**src/rtl/alu_writeback_if.sv**
```systemverilog
// Handshake bundle between the ALU, this commit stage and the register-file write port.
// Upstream drives the in_* side band and the register file drives rf_wready.
interface alu_writeback_if #(
  parameter int DW  = 8,
  parameter int AW  = 3,
  parameter int PCW = 8
);
  logic           in_valid;
  logic           in_ready;
  logic [2:0]     in_sel;
  logic [AW-1:0]  in_rd;
  logic [DW-1:0]  in_f;
  logic           in_ovf;
  logic           in_take_branch;
  logic [PCW-1:0] in_br_target;
  logic           rf_we;
  logic [AW-1:0]  rf_waddr;
  logic [DW-1:0]  rf_wdata;
  logic           rf_wready;

  modport master (
    output in_valid, in_sel, in_rd, in_f, in_ovf, in_take_branch, in_br_target,
    input  in_ready,
    input  rf_we, rf_waddr, rf_wdata,
    output rf_wready
  );

  modport slave (
    input  in_valid, in_sel, in_rd, in_f, in_ovf, in_take_branch, in_br_target,
    output in_ready,
    output rf_we, rf_waddr, rf_wdata,
    input  rf_wready
  );
endinterface

```
**src/rtl/alu_writeback.sv**
```systemverilog
// Commit stage after the ALU: one-deep register-file write buffer, committed PC,
// wrong-path squash after taken branches and overflow status/counter.
module alu_writeback #(
  parameter int DW       = 8,
  parameter int AW       = 3,
  parameter int PCW      = 8,
  parameter int SQUASH_N = 2
) (
  input  logic           clk,
  input  logic           rst_n,
  alu_writeback_if.slave bus,
  output logic [PCW-1:0] pc,
  output logic           flush,
  output logic           ovf_sticky,
  output logic [7:0]     ovf_count,
  input  logic           clr_ovf
);

  logic [2:0] squash_cnt;
  logic       acc;
  logic       live;
  logic       dropped;
  logic       is_branch;
  logic       wr_load;
  logic       taken;
  logic       ovf_evt;

  // The buffer drains and reloads on the same edge, so ready only drops on a stalled write.
  assign bus.in_ready = ~bus.rf_we | bus.rf_wready;

  assign acc       = bus.in_valid & bus.in_ready;
  assign live      = acc & (squash_cnt == 3'd0);
  assign dropped   = acc & (squash_cnt != 3'd0);
  assign is_branch = (bus.in_sel == 3'd6) | (bus.in_sel == 3'd7);
  assign wr_load   = live & ~is_branch & (bus.in_rd != '0);
  assign taken     = live & is_branch & bus.in_take_branch;
  assign ovf_evt   = live & (bus.in_sel == 3'd0) & bus.in_ovf;

  always_ff @(posedge clk or negedge rst_n) begin
    if (!rst_n) begin
      bus.rf_we    <= 1'b0;
      bus.rf_waddr <= '0;
      bus.rf_wdata <= '0;
    end else if (wr_load) begin
      bus.rf_we    <= 1'b1;
      bus.rf_waddr <= bus.in_rd;
      bus.rf_wdata <= bus.in_f;
    end else if (bus.rf_wready) begin
      bus.rf_we    <= 1'b0;
    end
  end

  always_ff @(posedge clk or negedge rst_n) begin
    if (!rst_n) begin
      pc         <= '0;
      flush      <= 1'b0;
      squash_cnt <= 3'd0;
    end else begin
      flush <= taken;
      if (live) begin
        pc <= taken ? bus.in_br_target : pc + PCW'(1);
      end
      // A branch arriving while squashing is itself dropped and never reloads the counter.
      if (taken) begin
        squash_cnt <= 3'(SQUASH_N);
      end else if (dropped) begin
        squash_cnt <= squash_cnt - 3'd1;
      end
    end
  end

  // A counted overflow wins over a coincident clear: the count restarts at one.
  always_ff @(posedge clk or negedge rst_n) begin
    if (!rst_n) begin
      ovf_sticky <= 1'b0;
      ovf_count  <= 8'd0;
    end else if (ovf_evt) begin
      ovf_sticky <= 1'b1;
      if (clr_ovf) begin
        ovf_count <= 8'd1;
      end else if (ovf_count != 8'hFF) begin
        ovf_count <= ovf_count + 8'd1;
      end
    end else if (clr_ovf) begin
      ovf_sticky <= 1'b0;
      ovf_count  <= 8'd0;
    end
  end

endmodule
```
**src/flat_wrapper.sv**
```systemverilog
// flat-port wrapper written by rule: the top's interface ports become plain ports
module alu_writeback_flat 
#(
  parameter int DW       = 8,
  parameter int AW       = 3,
  parameter int PCW      = 8,
  parameter int SQUASH_N = 2
)
  (clk, rst_n, pc, flush, ovf_sticky, ovf_count, clr_ovf, bus_in_valid, bus_in_sel, bus_in_rd, bus_in_f, bus_in_ovf, bus_in_take_branch, bus_in_br_target, bus_in_ready, bus_rf_we, bus_rf_waddr, bus_rf_wdata, bus_rf_wready);
  alu_writeback_if #(.DW(DW), .AW(AW), .PCW(PCW)) bus_i ();
  input  logic clk;
  input  logic rst_n;
  output logic [PCW-1:0] pc;
  output logic flush;
  output logic ovf_sticky;
  output logic [7:0] ovf_count;
  input  logic clr_ovf;
  input wire logic [$bits(bus_i.in_valid)-1:0] bus_in_valid;
  input wire logic [$bits(bus_i.in_sel)-1:0] bus_in_sel;
  input wire logic [$bits(bus_i.in_rd)-1:0] bus_in_rd;
  input wire logic [$bits(bus_i.in_f)-1:0] bus_in_f;
  input wire logic [$bits(bus_i.in_ovf)-1:0] bus_in_ovf;
  input wire logic [$bits(bus_i.in_take_branch)-1:0] bus_in_take_branch;
  input wire logic [$bits(bus_i.in_br_target)-1:0] bus_in_br_target;
  output wire logic [$bits(bus_i.in_ready)-1:0] bus_in_ready;
  output wire logic [$bits(bus_i.rf_we)-1:0] bus_rf_we;
  output wire logic [$bits(bus_i.rf_waddr)-1:0] bus_rf_waddr;
  output wire logic [$bits(bus_i.rf_wdata)-1:0] bus_rf_wdata;
  input wire logic [$bits(bus_i.rf_wready)-1:0] bus_rf_wready;
  assign bus_i.in_valid = bus_in_valid;
  assign bus_i.in_sel = bus_in_sel;
  assign bus_i.in_rd = bus_in_rd;
  assign bus_i.in_f = bus_in_f;
  assign bus_i.in_ovf = bus_in_ovf;
  assign bus_i.in_take_branch = bus_in_take_branch;
  assign bus_i.in_br_target = bus_in_br_target;
  assign bus_in_ready = bus_i.in_ready;
  assign bus_rf_we = bus_i.rf_we;
  assign bus_rf_waddr = bus_i.rf_waddr;
  assign bus_rf_wdata = bus_i.rf_wdata;
  assign bus_i.rf_wready = bus_rf_wready;
  alu_writeback #(.DW(DW), .AW(AW), .PCW(PCW), .SQUASH_N(SQUASH_N)) u_core (.clk(clk), .rst_n(rst_n), .bus(bus_i), .pc(pc), .flush(flush), .ovf_sticky(ovf_sticky), .ovf_count(ovf_count), .clr_ovf(clr_ovf));
endmodule
```
**config.mk**
```make
export PLATFORM = sky130hd
export DESIGN_NAME = alu_writeback_flat
export DESIGN_NICKNAME = d
export VERILOG_FILES = /design/src/rtl/alu_writeback_if.sv /design/src/rtl/alu_writeback.sv /design/src/flat_wrapper.sv
export SDC_FILE = /design/constraint.sdc
export NUM_CORES = 1
export LEC_CHECK = 0
export CAP_MARGIN = 20
export CORE_MARGIN = 2
export CORE_UTILIZATION = 47
export DETAILED_ROUTE_END_ITERATION = 16
export HOLD_SLACK_MARGIN = 0.08
export PLACE_DENSITY = 0.84
export SLEW_MARGIN = 20
export SYNTH_ARGS = -nofsm -noshare
export SYNTH_HDL_FRONTEND = slang
export SYNTH_SLANG_ARGS = --single-unit
```
**constraint.sdc**
```tcl
create_clock -name clk -period 4.75 [get_ports clk]
set_input_delay 0.475 -clock clk [delete_from_list [all_inputs] [get_ports clk]]
set_output_delay 0.475 -clock clk [all_outputs]
set_load 0.02 [all_outputs]
```
==> impl_results.rst, run 1 <==
.. list-table::
   :header-rows: 1

   * - Metric
     - Value
   * - Rel. slew slack
     - 0.3570
   * - Post-route fraction of the period consumed by the critical path
     - 0.5470
   * - Clock buffer count from CTS
     - 5
   * - Synth Instances
     - 153
   * - Startpoint type of the worst setup path
     - flop
   * - Met1 Routed Length
     - 1578 µm
   * - Actual slew at the worst max-slew pin
     - 957.1 ps
   * - Placed cell count
     - 252
   * - Worst-path clk slew
     - 90 ps
   * - Vias per cell
     - 5.795
   * - Min Clock Period, post-route
     - 2598 ps
   * - Seq cells post-synth
     - 33
   * - Final HPWL from detailed placement
     - 2896 µm
   * - Highest metal layer used by the detailed router
     - met4
   * - Core Region
     - 3337 µm²
   * - Worst clock skew on the final layout
     - 13.24 ps
   * - Die width
     - 62.83 µm
   * - Main synth FF type
     - sky130_fd_sc_hd__dfrtp_1
   * - Areal power density over the cells
     - 495.7 nW/µm²
   * - Final count of hold timing violations
     - 0
   * - Number of filler cells placed in the layout
     - 246
   * - Unrepaired setup endpoints after global routing
     - false
   * - Leakage power summed over all cells
     - 0.9409 nW
   * - Area grow syn2layout
     - 41.92%
   * - Largest net degree at the start of global routing
     - 34
   * - Post-Synthesis Cell Area
     - 1627 µm²
   * - Root cell of the clock tree
     - sky130_fd_sc_hd__clkbuf_4
   * - Placement-stage cell area
     - 2253 µm²
   * - Number of setup violations in the final report
     - 0
   * - Fraction of final layout cells with drive strength greater than 1
     - 0.1080
   * - Number of warnings issued by yosys
     - 0
   * - Min-delay src
     - u_core.squash_cnt[1]
   * - Launch point of the worst reg-to-reg path
     - u_core.squash_cnt[0]
   * - TritonRoute pass-1 iters
     - 4
   * - Total setup buffers inserted after CTS
     - 0
   * - GR Util All Layers
     - 0.2192
   * - Met2 layer wire length in the routed design
     - 1987 µm
   * - DR DRC count
     - 0
   * - Maximum count of clock buffers along a single path
     - 2
   * - Inserted Diodes
     - 0
   * - Post-synth net total
     - 186
   * - Die area
     - 3948 µm²
   * - Clock tree from TritonCTS
     - built
   * - Die height
     - 62.83 µm
   * - Remaining antenna violation count
     - 0
   * - H-tree levels
     - 2
   * - Final setup TNS
     - 0 ps
   * - Global-route wire length before repair
     - 6817 µm
   * - Number of clock sinks
     - 33
   * - Met3 routed wirelength
     - 342 µm
   * - Initial antenna violation count
     - 0
   * - Number of input and output port buffers inserted
     - 59
   * - 1st-iter DRT viols
     - 53
   * - Crit path launch
     - u_core.squash_cnt[0]
   * - Mean instance size in the synthesized netlist
     - 10.63 µm²
   * - Endpoint type of the worst setup path
     - flop
   * - Routed len/inst
     - 15.36 µm
   * - Final standard cell area without fillers
     - 2308 µm²
   * - Hold buffer count at cts
     - 0
   * - Final Net Count
     - 246
   * - I/O pins
     - 60
   * - Count of different cell masters after synthesis
     - 39
   * - Highest Clock Rate
     - 384.9 MHz
   * - Number of max-cap violations
     - 0
   * - Final weighted congestion in routability-driven placement
     - 0.8074
   * - Max VDD drop
     - 0.0004020 V
   * - Outcome
     - finished, final reports clean
   * - Largest fanout on the critical path
     - 13
   * - Starting density of the core
     - 0.4874
   * - Post-CTS Resized
     - 0
   * - Ys async rst share
     - 1.000
   * - Share of the yosys chip area belonging to registers
     - 0.5077
   * - Core Rows
     - 21
   * - EDFF count, synth
     - 0
   * - Clock insertion delay at the later pin of the skew report
     - 340 ps
   * - Max-slew violations
     - 0
   * - Crit path arrival time
     - 2810 ps
   * - Critical path required time
     - 4970 ps
   * - Vias after detailed routing
     - 1501
   * - Worst min-delay path class
     - reg2reg
   * - Aggregate global routing overflow
     - 0
   * - Post-layout instance count excluding filler cells
     - 259
   * - Number of global-route vias before repair
     - 1559
   * - Worst Setup Path Type
     - reg2reg
   * - Overall routed net length
     - 3977 µm
-- power by group --
group	internal [mW]	switching, mW
Sequential	0.377	0.0726
Combinational	0.278	0.255
Clock	0.0698	0.0914
-- kinds of logic after synthesis --
| kind of cell | synth area share |
|---|---|
| buffers and inverters | 0.03153 |
| adder cells (fa/ha/maj) | 0.03077 |
| AND/OR/NAND/NOR | 0.1715 |
| multiplexers | 0.07615 |
| AO/OA/AOI/OAI | 0.1769 |
| flip-flops | 0.5077 |
| XOR/XNOR | 0.005386 |
-- final timing paths --
kind,end,slack [ps],cells after the start
worst max-delay path,u_core.bus.rf_waddr[0],2150,7
worst min-delay path,u_core.squash_cnt[1],500,1
worst max register to register,u_core.bus.rf_waddr[0],2150,7
worst min register to register,u_core.squash_cnt[1],500,1
max in group asynchronous,u_core.squash_cnt[2],3910,2
min in group asynchronous,u_core.ovf_count[6],530,2
-- flip-flops by register name, summed over array words and instances, names as in the netlist --
| signal | count |
|---|---|
| u_core.bus.rf_wdata | 8 |
| u_core.ovf_count | 8 |
| u_core.pc | 8 |
| u_core.bus.rf_waddr | 3 |
| u_core.squash_cnt | 3 |
| u_core.bus.rf_we | 1 |
| u_core.flush | 1 |
| u_core.ovf_sticky | 1 |
-- cells in the mapped netlist (2+ instances only) --
cell type | count | share of area
sky130_fd_sc_hd__a21o_1 | 2 | 0.0092
sky130_fd_sc_hd__a21oi_1 | 10 | 0.031
sky130_fd_sc_hd__a2bb2oi_1 | 4 | 0.022
sky130_fd_sc_hd__a31oi_1 | 2 | 0.0077
sky130_fd_sc_hd__and2_1 | 2 | 0.0077
sky130_fd_sc_hd__and3_1 | 4 | 0.015
sky130_fd_sc_hd__buf_2 | 2 | 0.0062
sky130_fd_sc_hd__clkbuf_1 | 4 | 0.0092
sky130_fd_sc_hd__dfrtp_1 | 33 | 0.51
sky130_fd_sc_hd__ha_1 | 4 | 0.031
sky130_fd_sc_hd__inv_1 | 6 | 0.014
sky130_fd_sc_hd__mux2_2 | 11 | 0.076
sky130_fd_sc_hd__nand2_1 | 12 | 0.028
sky130_fd_sc_hd__nand3_1 | 7 | 0.022
sky130_fd_sc_hd__nand3b_1 | 2 | 0.0092
sky130_fd_sc_hd__nor2_1 | 8 | 0.018
sky130_fd_sc_hd__nor3_1 | 3 | 0.0092
sky130_fd_sc_hd__o211ai_1 | 2 | 0.0092
sky130_fd_sc_hd__o21ai_0 | 8 | 0.025
sky130_fd_sc_hd__o22ai_1 | 2 | 0.0077
sky130_fd_sc_hd__o311ai_0 | 3 | 0.016
sky130_fd_sc_hd__o41ai_1 | 4 | 0.022
sky130_fd_sc_hd__or3_1 | 2 | 0.0077
-- worst max-delay path, stage by stage, from the launching register on --
cell                       delay (ps)
sky130_fd_sc_hd__dfrtp_1          370
sky130_fd_sc_hd__inv_1             90
sky130_fd_sc_hd__ha_1             150
sky130_fd_sc_hd__ha_1             160
sky130_fd_sc_hd__and2_1           200
sky130_fd_sc_hd__nand2_1          260
sky130_fd_sc_hd__a211oi_2         850
sky130_fd_sc_hd__mux2_2           420
-- area by class of cell --
class	count	area, µm²	share of cell area
multi-input combinational	107	749.5	0.3247
inverter	6	22.52	0.009756
clock buffer	7	55.05	0.02385
timing repair buffer	60	598.1	0.2591
sequential	33	825.8	0.3577
tap	46	57.56	0.02493
-- metal layers --
metal	track usage	up-vias
met4	0.08056	0
met5	0	-
li1	-	694
met2	0.3858	70
met1	0.2397	728
met3	0.08288	9
-- stage by stage --
step	hold WS, ps	setup WS [ps]	utilization	total power, mW
6_report	497.0	2152	0.6918	1.144
5_1_grt	525.3	1951	0.6918	1.221
4_1_cts	498.8	2133	0.6918	1.152
3_5_place_dp	476.7	1923	0.6753	0.9871
3_3_place_gp	469.6	2046	0.6753	0.9639
2_1_floorplan	179.4	2810	-	0.7364
-- cell usage in the layout (no fill, tap or decap), types with 2 or more instances in the layout --
master,count
sky130_fd_sc_hd__nand3b_1,2
sky130_fd_sc_hd__or3_1,2
sky130_fd_sc_hd__clkbuf_4,5
sky130_fd_sc_hd__nor3_1,3
sky130_fd_sc_hd__inv_1,6
sky130_fd_sc_hd__mux2_2,11
sky130_fd_sc_hd__o22ai_1,2
sky130_fd_sc_hd__nand2_1,12
sky130_fd_sc_hd__o41ai_1,4
sky130_fd_sc_hd__a31oi_1,2
sky130_fd_sc_hd__nor2_1,8
sky130_fd_sc_hd__o21ai_0,8
sky130_fd_sc_hd__and3_1,4
sky130_fd_sc_hd__a21oi_1,10
sky130_fd_sc_hd__nand3_1,7
sky130_fd_sc_hd__a21o_1,2
sky130_fd_sc_hd__o311ai_0,3
sky130_fd_sc_hd__a2bb2oi_1,4
sky130_fd_sc_hd__clkdlybuf4s50_1,59
sky130_fd_sc_hd__dfrtp_1,33
sky130_fd_sc_hd__ha_1,4
sky130_fd_sc_hd__o211ai_1,2
sky130_fd_sc_hd__and2_1,2
(Power assumes the default switching activity.)
==> run 2: changes to the inputs <==
- CORE_UTILIZATION: 47 -> 44
- PLACE_DENSITY: 0.84 -> 0.79
- clock period: 4.75 -> 2.55 ns (I/O delays scaled with it)
==> impl_results.rst, run 2 (synthesized netlist as in run 1, its figures left out) <==
.. list-table::
   :header-rows: 1

   * - Metric
     - Value
   * - Outcome
     - finished, final reports clean (unchanged)
   * - Final setup TNS
     - 0 ps (unchanged)
   * - Worst min-delay path class
     - in2async (was reg2reg)
   * - I/O pins
     - 60 (unchanged)
   * - Sequential Power Share
     - 0.376 (was 0.393)
   * - Family with the most delay on the worst path
     - simple AND/OR/NAND/NOR gates (was compound AO/OA/AOI/OAI gates)
   * - Most frequent cells in the layout
     - sky130_fd_sc_hd__clkdlybuf4s50_1, sky130_fd_sc_hd__dfrtp_1, sky130_fd_sc_hd__nand2_1, sky130_fd_sc_hd__mux2_2, sky130_fd_sc_hd__a21oi_1 (unchanged)
   * - Number of input and output port buffers inserted
     - 59 (unchanged)
   * - Worst Setup Path Type
     - reg2reg (unchanged)
   * - Final Net Count
     - 249 (was 246)
   * - Min Hold Slack
     - 365.5 ps (was 497.0 ps)
   * - Number of max-cap violations
     - 0 (unchanged)
   * - TritonRoute pass-1 iters
     - 4 (unchanged)
   * - Crit path arrival time
     - 2220 ps (was 2810 ps)
   * - Met1 Routed Length
     - 1620 µm (was 1578 µm)
   * - Switching power of the nets
     - 0.7922 mW (was 0.4185 mW)
   * - Clock network fraction of total power
     - 0.175 (was 0.141)
   * - Actual slew at the worst max-slew pin
     - 417.0 ps (was 957.1 ps)
   * - Crit path cell chain
     - inv_1 -> ha_1 -> ha_1 -> and2_1 -> nand3_2 -> or4b_1 -> a21oi_1 (was inv_1 -> ha_1 -> ha_1 -> and2_1 -> nand2_1 -> a211oi_2 -> mux2_2)
   * - Leading registers by flop count
     - u_core.bus.rf_wdata: 8 flops, u_core.ovf_count: 8 flops, u_core.pc: 8 flops (unchanged)
   * - Combinational power share
     - 0.449 (was 0.466)
   * - Vias after detailed routing
     - 1457 (was 1501)
   * - Post-route fraction of the period consumed by the critical path
     - 0.7858 (was 0.5470)
   * - Rel. slew slack
     - 0.7212 (was 0.3570)
   * - Clock tree from TritonCTS
     - built (unchanged)
   * - Min Clock Period, post-route
     - 2004 ps (was 2598 ps)
   * - Sw Ratio
     - 0.3538 (was 0.3658)
   * - Most frequent CP cell
     - sky130_fd_sc_hd__ha_1 (unchanged)
   * - Slowest stage cell on the critical path
     - sky130_fd_sc_hd__or4b_1 (was sky130_fd_sc_hd__a211oi_2)
   * - Overall routed net length
     - 3979 µm (was 3977 µm)
   * - Worst slack at placement
     - 379.1 ps (was 1923 ps)
   * - Initial antenna violation count
     - 0 (unchanged)
   * - Aggregate global routing overflow
     - 0 (unchanged)
   * - P_int
     - 1.447 mW (was 0.7257 mW)
   * - Max VDD drop
     - 0.0006093 V (was 0.0004020 V)
   * - Number of filler cells placed in the layout
     - 304 (was 246)
   * - Largest fanout on the critical path
     - 15 (was 13)
   * - Clock buffer count from CTS
     - 5 (unchanged)
   * - Critical path required time
     - 2760 ps (was 4970 ps)
   * - Placed cell count
     - 257 (was 252)
   * - Remaining antenna violation count
     - 0 (unchanged)
   * - Highest Clock Rate
     - 499.0 MHz (was 384.9 MHz)
   * - Maximum count of clock buffers along a single path
     - 2 (unchanged)
   * - H-tree levels
     - 2 (unchanged)
   * - Layout Utilization
     - 0.6558 (was 0.6918)
   * - Overall power of the completed layout
     - 2.239 mW (was 1.144 mW)
   * - Total setup buffers inserted after CTS
     - 0 (unchanged)
   * - Unrepaired setup endpoints after global routing
     - false (unchanged)
   * - Placement-stage cell area
     - 2278 µm² (was 2253 µm²)
   * - Starting density of the core
     - 0.4511 (was 0.4874)
   * - Crit path buffers/inverters
     - 1 (unchanged)
   * - Largest net degree at the start of global routing
     - 34 (unchanged)
   * - 1st-iter DRT viols
     - 135 (was 53)
   * - Vias per cell
     - 5.519 (was 5.795)
   * - Areal power density over the cells
     - 946.9 nW/µm² (was 495.7 nW/µm²)
   * - Most common cell after layout, fill and taps aside
     - sky130_fd_sc_hd__clkdlybuf4s50_1 (unchanged)
   * - Max-slew violations
     - 0 (unchanged)
   * - Final weighted congestion in routability-driven placement
     - 0.8024 (was 0.8074)
   * - Number of setup violations in the final report
     - 0 (unchanged)
   * - Die area
     - 4199 µm² (was 3948 µm²)
   * - Met2 layer wire length in the routed design
     - 2151 µm (was 1987 µm)
   * - Core Rows
     - 22 (was 21)
   * - Post-layout instance count excluding filler cells
     - 264 (was 259)
   * - Routed len/inst
     - 15.07 µm (was 15.36 µm)
   * - Root cell of the clock tree
     - sky130_fd_sc_hd__clkbuf_8 (was sky130_fd_sc_hd__clkbuf_4)
   * - Final HPWL from detailed placement
     - 3008 µm (was 2896 µm)
   * - Startpoint type of the worst setup path
     - flop (unchanged)
   * - Global-route wire length before repair
     - 6375 µm (was 6817 µm)
   * - Inserted Diodes
     - 0 (unchanged)
   * - Die height
     - 64.80 µm (was 62.83 µm)
   * - GR Util All Layers
     - 0.2034 (was 0.2192)
   * - Leakage power summed over all cells
     - 0.9690 nW (was 0.9409 nW)
   * - Hold buffer count at cts
     - 0 (unchanged)
   * - Fraction of final layout cells with drive strength greater than 1
     - 0.1204 (was 0.1080)
   * - Die width
     - 64.80 µm (was 62.83 µm)
   * - Core Region
     - 3606 µm² (was 3337 µm²)
   * - Worst-path clk slew
     - 60 ps (was 90 ps)
   * - Endpoint type of the worst setup path
     - flop (unchanged)
   * - DR DRC count
     - 0 (unchanged)
   * - Number of global-route vias before repair
     - 1385 (was 1559)
   * - Final count of hold timing violations
     - 0 (unchanged)
   * - Final standard cell area without fillers
     - 2365 µm² (was 2308 µm²)
   * - Setup slack of the critical path after layout
     - 546.2 ps (was 2152 ps)
   * - Post-CTS Resized
     - 0 (unchanged)
   * - Clock insertion delay at the later pin of the skew report
     - 290 ps (was 340 ps)
   * - Worst clock skew on the final layout
     - 6.848 ps (was 13.24 ps)
   * - Met3 routed wirelength
     - 151 µm (was 342 µm)
   * - Number of clock sinks
     - 33 (unchanged)
   * - Maximum cell stage delay along the critical path
     - 570 ps (was 850 ps)
   * - Highest metal layer used by the detailed router
     - met4 (unchanged)
   * - Area grow syn2layout
     - 45.38% (was 41.92%)
==> run 2: cell count changes in the layout (fill, tap and decap cells not counted) <==
cell / before / now
sky130_fd_sc_hd__clkbuf_4: 5 / 0
sky130_fd_sc_hd__clkbuf_8: 1 / 6
sky130_fd_sc_hd__buf_4: 1 / 4
==> run 2: power groups by stage <==
stage               logic [mW]  clock network, mW  registers [mW]
finish                    1.01              0.392           0.842
global route              1.08              0.426           0.867
CTS                       1.02              0.405           0.840
detailed placement        1.02                  0           0.849
global placement         0.975                  0           0.833
floorplan                0.355                  0            1.02
==> run 2: cell type report <==
cell class	count	area [µm²]	share of cell area
tap	48	60.06	0.02540
sequential	33	825.8	0.3492
inverter	6	22.52	0.009524
timing repair buffer	63	620.6	0.2624
clock buffer	7	86.33	0.03651
multi-input combinational	107	749.5	0.3169
==> run 2: worst paths after layout <==
kind	slack, ps	end	start	cells after the start
max in group asynchronous	1880	u_core.pc[4]	rst_n	2
min	370	u_core.ovf_count[6]	rst_n	2
min reg2reg	500	u_core.squash_cnt[1]	u_core.squash_cnt[1]	1
min in group clk	500	u_core.squash_cnt[1]	u_core.squash_cnt[1]	1
max reg2reg	550	u_core.ovf_count[5]	u_core.squash_cnt[0]	7
max	550	u_core.ovf_count[5]	u_core.squash_cnt[0]	7
==> run 2: layer usage <==
metal | track usage | up-vias
met3 | 0.04340 | 5
met2 | 0.3570 | 42
met4 | 0.1037 | 0
met1 | 0.2317 | 716
met5 | 0 | -
li1 | - | 694
